==> config.mk <==
export PLATFORM = sky130hd
export DESIGN_NAME = fetch_ctrl
export DESIGN_NICKNAME = d
export VERILOG_FILES = /design/src/rtl/pipeline_pkg.sv /design/src/rtl/fetch_ctrl.sv
export SDC_FILE = /design/constraint.sdc
export NUM_CORES = 1
export LEC_CHECK = 0
export ABC_AREA = 1
export BUFFER_PORTS_ARGS = -buffer_cell sky130_fd_sc_hd__buf_2
export CAP_MARGIN = 25
export CORE_MARGIN = 1
export CORE_UTILIZATION = 33
export CTS_CLUSTER_DIAMETER = 80
export DETAILED_ROUTE_END_ITERATION = 8
export HOLD_SLACK_MARGIN = 0.12
export PLACE_DENSITY_LB_ADDON = 0.15
export SYNTH_ARGS = -nofsm -noshare
export SYNTH_HDL_FRONTEND = slang
export SYNTH_SLANG_ARGS = --single-unit
export TNS_END_PERCENT = 30
==> constraint.sdc <==
create_clock -name clk -period 1.7 [get_ports clk]
set_input_delay 0.34 -clock clk [delete_from_list [all_inputs] [get_ports clk]]
set_output_delay 0.34 -clock clk [all_outputs]
set_load 0.01 [all_outputs]
==> src/rtl/pipeline_pkg.sv <==
// Shared pipeline encodings: PC mux selects and fetch controller states.
package pipeline_pkg;

  // PC next-value select, decoded by the PC mux outside the fetch controller
  typedef enum logic [1:0] {
    PC_SEQ    = 2'b00,  // PC + 4
    PC_BRANCH = 2'b01,  // EX adder branch target
    PC_JUMP   = 2'b10,  // shifted/concatenated jump target
    PC_UNUSED = 2'b11
  } pcSel_e;

  // Fetch controller states (binary encoded)
  typedef enum logic [2:0] {
    ST_RST   = 3'd0,
    ST_FETCH = 3'd1,
    ST_STALL = 3'd2,
    ST_HALT  = 3'd3,
    ST_ERROR = 3'd4
  } fetchState_e;

  // Width of the fetch timeout counter
  localparam int TIMEOUT_W = 4;

  // Live redirect select: the branch resolved in EX is older than a jump in ID
  function automatic pcSel_e redirectSel(input logic branchTaken, input logic jump);
    if (branchTaken) begin
      return PC_BRANCH;
    end else if (jump) begin
      return PC_JUMP;
    end
    return PC_SEQ;
  endfunction

endpackage

==> src/rtl/fetch_ctrl.sv <==
// Instruction fetch controller: drives the instruction memory request, PC load
// enable/select and IF/ID latch control. Redirects that arrive while the memory
// has not acked are held pending and applied on the next ack.
module fetch_ctrl
  import pipeline_pkg::*;
#(
  parameter int IMEM_TIMEOUT = 15,
  parameter int CNT_W        = 16
) (
  input  logic             clk,
  input  logic             reset,
  input  logic             imemAck,
  input  logic             branchTaken,
  input  logic             Jump,
  input  logic             loadUseHazard,
  input  logic             haltReq,
  output logic             imemReq,
  output logic             pcWrite,
  output logic [1:0]       pcSel,
  output logic             ifIdWrite,
  output logic             ifIdFlush,
  output logic             imemErr,
  output logic [CNT_W-1:0] fetchCount
);

  // Last timeout count value before giving up on the memory
  localparam logic [TIMEOUT_W-1:0] TIMEOUT_LAST = TIMEOUT_W'(IMEM_TIMEOUT - 1);

  fetchState_e            stateReg, stateNext;
  logic                   pendValidReg, pendValidNext;
  pcSel_e                 pendSelReg, pendSelNext;
  logic [TIMEOUT_W-1:0]   timeoutReg, timeoutNext;
  logic [CNT_W-1:0]       fetchCountReg, fetchCountNext;

  pcSel_e liveSel;   // redirect requested this cycle
  pcSel_e ackSel;    // redirect to apply when the memory acks

  assign liveSel = redirectSel(branchTaken, Jump);
  // A fresh branch beats a pending redirect; a pending redirect beats a fresh jump
  assign ackSel  = branchTaken  ? PC_BRANCH :
                   pendValidReg ? pendSelReg : liveSel;

  assign fetchCount = fetchCountReg;

  // State, pending redirect, timeout and fetch counter registers
  always_ff @(posedge clk) begin
    if (reset) begin
      stateReg      <= ST_RST;
      pendValidReg  <= 1'b0;
      pendSelReg    <= PC_SEQ;
      timeoutReg    <= '0;
      fetchCountReg <= '0;
    end else begin
      stateReg      <= stateNext;
      pendValidReg  <= pendValidNext;
      pendSelReg    <= pendSelNext;
      timeoutReg    <= timeoutNext;
      fetchCountReg <= fetchCountNext;
    end
  end

  // Next-state and output decode
  always_comb begin
    stateNext      = stateReg;
    pendValidNext  = pendValidReg;
    pendSelNext    = pendSelReg;
    timeoutNext    = '0;            // cleared unless waiting in FETCH without ack
    fetchCountNext = fetchCountReg;
    imemReq        = 1'b0;
    pcWrite        = 1'b0;
    pcSel          = PC_SEQ;
    ifIdWrite      = 1'b0;
    ifIdFlush      = 1'b0;
    imemErr        = 1'b0;

    case (stateReg)
      ST_RST: begin
        ifIdFlush = 1'b1;
        stateNext = ST_FETCH;
      end

      ST_FETCH: begin
        imemReq = 1'b1;
        if (imemAck) begin
          if (ackSel != PC_SEQ) begin
            // Redirect: load the target and squash the fetched instruction;
            // any hazard this cycle is irrelevant because IF/ID gets a bubble
            pcWrite       = 1'b1;
            pcSel         = ackSel;
            ifIdWrite     = 1'b1;
            ifIdFlush     = 1'b1;
            pendValidNext = 1'b0;
          end else if (loadUseHazard) begin
            stateNext = ST_STALL;
          end else begin
            pcWrite        = 1'b1;
            ifIdWrite      = 1'b1;
            fetchCountNext = fetchCountReg + CNT_W'(1);
            if (haltReq) begin
              stateNext = ST_HALT;
            end
          end
        end else begin
          if (ackSel != PC_SEQ) begin
            pendValidNext = 1'b1;
            pendSelNext   = ackSel;
          end
          if (timeoutReg == TIMEOUT_LAST) begin
            stateNext = ST_ERROR;
          end else begin
            timeoutNext = timeoutReg + TIMEOUT_W'(1);
          end
        end
      end

      ST_STALL: begin
        if (liveSel != PC_SEQ) begin
          pcWrite   = 1'b1;
          pcSel     = liveSel;
          ifIdWrite = 1'b1;
          ifIdFlush = 1'b1;
          stateNext = ST_FETCH;
        end else if (!loadUseHazard) begin
          stateNext = ST_FETCH;   // PC was held, so the same address is re-fetched
        end
      end

      ST_HALT: begin
        // all enables stay low until reset
      end

      ST_ERROR: begin
        imemErr = 1'b1;
      end

      default: begin
        stateNext = ST_RST;
      end
    endcase
  end

endmodule

==> results of run 1 <==
==> state kept, by name, indices dropped and copies added (netlist names) <==
name	flops
pendSelReg	2
fetchCount	16
stateReg	3
timeoutReg	4
pendValidReg	1
==> through the flow <==
| stage | TNS (ns) | hold slack (ns) |
|---|---|---|
| floorplan | 0 | 0.410 |
| global placement | 0 | 0.447 |
| detailed placement | 0 | 0.456 |
| CTS | 0 | 0.422 |
| global route | -0.239 | 0.456 |
| finish | 0 | 0.424 |
==> where the power goes <==
| group | internal, W | leakage [nW] | switching (W) |
|---|---|---|---|
| sequential | 0.000673 | 0.212 | 0.0000723 |
| combinational | 0.000265 | 0.538 | 0.000420 |
| clock | 0.000315 | 0.0357 | 0.000198 |
==> kinds of logic (layout without fill, tap and decap cells) <==
family                     after synthesis  in the layout  share of synthesized area (%)
buffers and inverters                   41             77                           11.0
AOI/OAI and AO/OA                       17             17                           6.74
and+or+nand+nor                        138            138                           43.4
DFF                                     26             26                           34.6
xor gates and xnor gates                 3              3                           1.75
adders and majority gates                3              3                           2.50
==> layout make-up <==
| cell class | instances | area, um^2 |
|---|---|---|
| Clock buffer | 3 | 41.3 |
| Clock inverter | 1 | 30.0 |
| Fill cell | 477 | 2510 |
| Inverter | 38 | 145 |
| Multi-Input combinational cell | 161 | 841 |
| Sequential cell | 26 | 528 |
| Tap cell | 52 | 65.1 |
| Timing Repair Buffer | 35 | 190 |
==> layer usage <==
metal / vias to the layer above / part of all wire, % / GRT usage (%)
met5: - / 0 / 0
met4: 0 / 1.8 / 6.12
met3: 5 / 3.2 / 2.03
met2: 26 / 46 / 26.8
met1: 617 / 49 / 16.8
li1: 785 / - / -
==> cells in the mapped netlist, drive strengths merged (2+ instances only) <==
library cell and number:
ha 3, a21oi 12, o21ai 3, nor2 45, buf 2, inv 37
xor2 2, nor3 20, nand2 54, nand3 14, nand4 3, dfxtp 26
==> timing repair <==
item / 4_1_cts / 5_1_grt
buffers inserted: 2 / 0
gates resized for setup: 15 / 3
endpoints found under the setup margin: 5 / 4
pin swaps: 2 / 2
hold endpoints to repair: 0 / 0
==> worst max-delay path by stage <==
stage                endpoint  slack, ns  cells after the start
CTS                 ifIdFlush      0.009                      9
global route          pcWrite      -0.06                      9
global placement    ifIdFlush       0.09                      8
detailed placement  ifIdFlush       0.06                      8
floorplan             pcWrite       0.16                      8
finish               pcSel[1]      0.007                      6
==> critical path, stage by stage, from the launching register on <==
cell	delay (ns)
dfxtp_2	0.35
inv_4	0.08
nand2_1	0.06
nor2_2	0.12
inv_1	0.07
o32ai_1	0.22
buf_2	0.18
==> metrics.md, run 1 <==
| Metric | Value |
|---|---|
| Fin crit period | `1.69 ns` |
| CP arrival | `1.35 ns` |
| First-pass GRT wire length | `5760 um` |
| Ant. Diodes | `0` |
| Fraction of layout cells with a size suffix above 1 | `26.1%` |
| CTS Buf Count | `3` |
| Clk Latency, worst-skew pair | `0.27 ns` |
| Num Clock Sinks | `26` |
| Die ar. | `0.00483 mm^2` |
| PwrDens | `1060 mW/mm^2` |
| Clk pin slew, worst setup/hold paths | `0.09 ns` |
| CTS tree | `yes` |
| GRT overflow | `0` |
| Hold Crit Class | `in2reg` |
| Synth top area share | `34.6%` |
| # nets final | `275` |
| Final Hold Fails | `0` |
| RSZ-0062 raised after global routing | `yes` |
| Fin. max-slew vios | `0` |
| Post-placement cell count | `310` |
| GPL Wtd Cong | `0.784` |
| # IOs | `30` |
| Most frequent cells in the layout | `nand2_1 (49), nor2_1 (37), inv_1 (32), buf_2 (29), dfxtp_1 (22)` |
| Via count | `1,433` |
| Synthesized flop and latch total | `26` |
| Least-Margin Pin Slew | `0.306 ns` |
| Sequential area share after synthesis | `34.6%` |
| Largest cells by area after synthesis | `dfxtp_1 (35%), nand2_1 (13%), nor2_1 (9.7%)` |
| Crit path kind | `reg2out` |
| Initial DRC Count | `36` |
| Maximum vdd drop | `0.351 mV` |
| Number of enable flip-flop cells after synthesis | `0` |
| FMAX | `591 MHz` |
| Top FF cell, synth | `dfxtp_1` |
| Reg2reg setup slack | `0.17 ns` |
| Post-synth top area cell | `dfxtp_1` |
| DRC viols | `0` |
| ANT nets after route | `0` |
| Vias in the first global route | `1,367` |
| Initial antenna violation count | `0` |
| Hold_buf cts | `0` |
| Yosys cell types | `28` |
| Max_slew headroom | `79.5%` |
| Final worst slack | `0.00745 ns` |
| Crit path from | `stateReg[2]$_SDFFE_PP0P_` |
| Max Cap Viol | `0` |
| Pin count of the biggest net entering global routing | `19` |
| Min-delay src | `imemAck` |
| Hold endpoint | `pendSelReg[1]$_SDFFE_PP0P_` |
| CTS max path bufs | `2` |
| Drt total wl | `3180 um` |
| Crit Reg-Reg Startpoint | `fetchCount[1]$_SDFFE_PP0P_` |
| Core ar. | `0.00435 mm^2` |
| Worst reg2reg path depth | `9` |
| Detailed-router iteration count before antenna repair | `4` |
| Syn Area/Cell | `6.59 um^2` |
| Syn Inst Count | `228` |
| GRT Util Overall | `14.6%` |
| WL/cell | `10.1 um` |
| Clock root cell | `clkbuf_8` |
| Status | `complete, no violations` |
| Most common cell after layout, fill and taps aside | `nand2_1` |
| Reg-to-Reg End | `fetchCount[14]$_SDFFE_PP0P_` |
| DPL Wire Length | `2430 um` |
| Yosys Warn Count | `0` |
| Mapped cell area | `0.00150 mm^2` |
| # setup viols final | `0` |
| Synthesis-to-layout area growth | `22.5%` |
| Buffers on Ports | `29` |
| H-tree Lvls | `1` |
| Dpl cell area | `0.00172 mm^2` |
| Period utilization | `99.6%` |
| Critical path capture point type | `output pin` |
| Hold Path Depth | `4` |
| Initial Utilization | `34.5%` |
| Utilization after layout | `42.3%` |
| Post-synth ARST share | `0%` |
| Vias/cell | `4.53` |
| Startpoint Class | `flip-flop` |
| Final instance area | `0.00184 mm^2` |
| Fin cells | `316` |
| Net Count, Synth | `238` |
| Largest fanout on the critical path | `5` |
| Pre-CTS WS | `0.0639 ns` |
| Power Total | `0.00194 W` |
| Final setup skew | `0.00393 ns` |
| Leakage | `0.786 nW` |
| Worst path required time | `1.36 ns` |
| Die Ht | `69.5 um` |
| Die Wd | `69.5 um` |
| Cell row count | `24` |
Power figures use the tool's default switching activity.
==> inputs of run 2 (changes only) <==
Settings changed: BUFFER_PORTS_ARGS -buffer_cell sky130_fd_sc_hd__buf_2 to -buffer_cell sky130_fd_sc_hd__buf_4.
==> run 2 against run 1 <==
Effect of this change:
- sequential power is essentially flat
- combinational power increased by 9.2%
- register-to-register slack better by 0.06 ns
- largest power group is now combinational logic
- the run now ends with setup timing left
==> metrics.md, run 2 (synthesis results as in run 1) <==
| Metric | Value |
|---|---|
| CP dominant cell by count | `nand2_2` |
| Reg2reg setup slack | `0.23 ns (+0.06 ns)` |
| Power Total | `0.00189 W (-2.7%)` |
| Logic gate share of total power | `39.6% (+4.3 points)` |
| Drt total wl | `3290 um (+3.4%)` |
| Ant. Diodes | `0 (unchanged)` |
| Final worst slack | `-0.000133 ns (-0.00758 ns)` |
| GRT Util Overall | `14.4% (-0.16 points)` |
| Fin. max-slew vios | `0 (unchanged)` |
| # setup viols final | `1 (+1)` |
| Violated checks | `setup timing` |
| CP max stage delay | `0.37 ns (+0.02 ns)` |
| Sw Pwr | `0.000698 W (+1.3%)` |
| Die Ht | `69.5 um (unchanged)` |
| Worst path required time | `1.36 ns (about the same)` |
| Status | `complete, but fails checks` |
| Hold Crit Class | `in2reg` |
| Detailed-router iteration count before antenna repair | `4 (unchanged)` |
| Via count | `1,447 (+0.98%)` |
| CP arrival | `1.36 ns (about the same)` |
| Critical path capture point type | `output pin` |
| GPL Wtd Cong | `0.724 (-7.6%)` |
| Critical path capture point | `ifIdWrite` |
| CTS Buf Count | `3 (unchanged)` |
| Die Wd | `69.5 um (unchanged)` |
| Met2 Usage GRT | `24.9% (-1.8 points)` |
| Fin crit period | `1.70 ns (+0.00758 ns)` |
| Most frequent cells in the layout | `nand2_1 (50), nor2_1 (37), buf_4 (34), inv_1 (32), dfxtp_1 (22)` |
| Max FFs per register | `16 (unchanged)` |
| Core ar. | `0.00435 mm^2 (unchanged)` |
| Crit-path cells | `inv_2 > nand2_2 > nand3_2 > nand2_2 > nand2_2 > inv_2 > a21oi_2 > nand2_1 > buf_4` |
| Reg-to-Reg End | `fetchCount[15]$_SDFFE_PP0P_` |
| Clock root cell | `clkbuf_8` |
| ANT nets after route | `0 (unchanged)` |
| First-pass GRT wire length | `5760 um (unchanged)` |
| Largest fanout on the critical path | `4 (-1)` |
| Most common cell after layout, fill and taps aside | `nand2_1` |
| Worst reg2reg path depth | `8 (-1)` |
| Maximum vdd drop | `0.355 mV (+1.2%)` |
| Buf+Inv Stages, Crit Path | `3 (unchanged)` |
| Startpoint Class | `flip-flop` |
| Cell count along the critical path | `9 (+3)` |
| RSZ-0062 raised after global routing | `yes` |
| Final setup skew | `0.00472 ns (+0.000790 ns)` |
| Filler cell count | `469 (-1.7%)` |
| Vias in the first global route | `1,387 (+1.5%)` |
| Synthesis-to-layout area growth | `26.4%` |
| Clk Latency, worst-skew pair | `0.27 ns (about the same)` |
| Clk pin slew, worst setup/hold paths | `0.09 ns (about the same)` |
| Crit path from | `pendValidReg$_SDFFE_PP0P_` |
| GR Util met1 | `18.2% (+1.4 points)` |
| Internal power | `0.00119 W (-4.9%)` |
| Utilization after layout | `43.6% (+1.4 points)` |
| Die ar. | `0.00483 mm^2 (unchanged)` |
| Dpl cell area | `0.00179 mm^2 (+3.8%)` |
| DPL Wire Length | `2430 um (-0.11%)` |
| Final instance area | `0.00190 mm^2 (+3.2%)` |
| # nets final | `274 (-0.36%)` |
| Buffers on Ports | `29 (unchanged)` |
| Initial Utilization | `34.5% (unchanged)` |
| CTS tree | `yes` |
| Sw Share | `37.0% (+1.5 points)` |
| Initial DRC Count | `39 (+8.3%)` |
| Fin cells | `315 (-0.32%)` |
| # IOs | `30 (unchanged)` |
| Post-placement cell count | `309 (-0.32%)` |
| Sequential share of power | `39.3% (+1.0 points)` |
| H-tree Lvls | `1 (unchanged)` |
| Grt peak-use layer | `met2` |
| Max Cap Viol | `0 (unchanged)` |
| Crit Reg-Reg Startpoint | `fetchCount[0]$_SDFFE_PP0P_` |
| DRC viols | `0 (unchanged)` |
| FMAX | `588 MHz (-0.45%)` |
| Final Hold Fails | `0 (unchanged)` |
| Pin count of the biggest net entering global routing | `19 (unchanged)` |
| PwrDens | `995 mW/mm^2 (-5.7%)` |
| Top delay family on crit path | `simple AND/OR/NAND/NOR gates` |
| Met3 Use GR | `1.89% (-0.15 points)` |
| Initial antenna violation count | `0 (unchanged)` |
| Vias/cell | `4.59 (+1.3%)` |
| Least-Margin Pin Slew | `0.312 ns (+0.00609 ns)` |
| Pre-CTS WS | `0.0338 ns (-0.0301 ns)` |
| GRT overflow | `0 (unchanged)` |
| Cell row count | `24 (unchanged)` |
| Num Clock Sinks | `26 (unchanged)` |
| Crit path kind | `reg2out` |
| Period utilization | `100% (+0.45 points)` |
| WL/cell | `10.4 um (+3.7%)` |
| CTS max path bufs | `2 (unchanged)` |
| Clock power frac | `21.1% (-5.3 points)` |
| Critical path's slowest cell | `dfxtp_4` |
| Max_slew headroom | `79.0% (-0.49 points)` |
| Leakage | `0.781 nW (-0.60%)` |
| Fraction of layout cells with a size suffix above 1 | `26.2% (+0.099 points)` |
==> run 2: cell count changes in the layout (fill, tap and decap cells not counted) <==
cell / change
buf_4: +28
buf_2: -29
bufinv_16: -1
nor3_2: +1
o32ai_1: -1
nand2_1: +1
clkbuf_8: +1
nand2_2: -1
o32ai_2: +1
nor3_1: -1
==> run 2: worst min-delay path by stage <==
stage               slack, ns                     start  cells past startpoint                           to
global placement         0.45  timeoutReg[0]$_SDFF_PP0_                      1     timeoutReg[0]$_SDFF_PP0_
floorplan                0.41                     reset                      1   fetchCount[7]$_SDFFE_PP0P_
detailed placement       0.45  timeoutReg[0]$_SDFF_PP0_                      1     timeoutReg[0]$_SDFF_PP0_
global route             0.39                     reset                      2  fetchCount[12]$_SDFFE_PP0P_
finish                   0.38                     reset                      2  fetchCount[12]$_SDFFE_PP0P_
CTS                      0.38                     reset                      2  fetchCount[12]$_SDFFE_PP0P_
==> run 2: final cells by class <==
type                       instances  area, um^2  area share, %
sequential                        26         528           27.8
clock buffer                       4        55.1           2.90
inverter                          38         145           7.64
timing repair buffer              34         255           13.4
multi-input combinational        161         851           44.8
tap                               52        65.1           3.43
==> run 2: timing repair <==
| item | 4_1_cts | 5_1_grt |
|---|---|---|
| setup buffers | 2 | 0 |
| pin swaps | 3 | 4 |
| endpoints found under the setup margin | 5 | 6 |
| cloned | 0 | 0 |
| gates resized for setup | 15 | 4 |
| hold buffers | 0 | 0 |
==> run 2: power groups by stage <==
stage	clock network (W)	registers (W)	logic (W)
CTS	0.000414	0.000739	0.000750
finish	0.000398	0.000743	0.000748
floorplan	0	0.000728	0.000487
global placement	0	0.000738	0.000697
detailed placement	0	0.000739	0.000695
global route	0.000438	0.000753	0.000855
==> run 2: layer usage <==
layer  wire length, um  vias up  part of all wire [%]
li1                  -      785                     -
met1              1670      629                    51
met2              1480       27                    45
met3                98        6                   3.0
met4                51        0                   1.6
met5                 0        -                     0
==> run 2: through the flow <==
step                hold WS (ns)  setup TNS, ns
floorplan                  0.410              0
global placement           0.448              0
detailed placement         0.452              0
CTS                        0.384        -0.0166
global route               0.392         -0.274
finish                     0.385      -0.000133
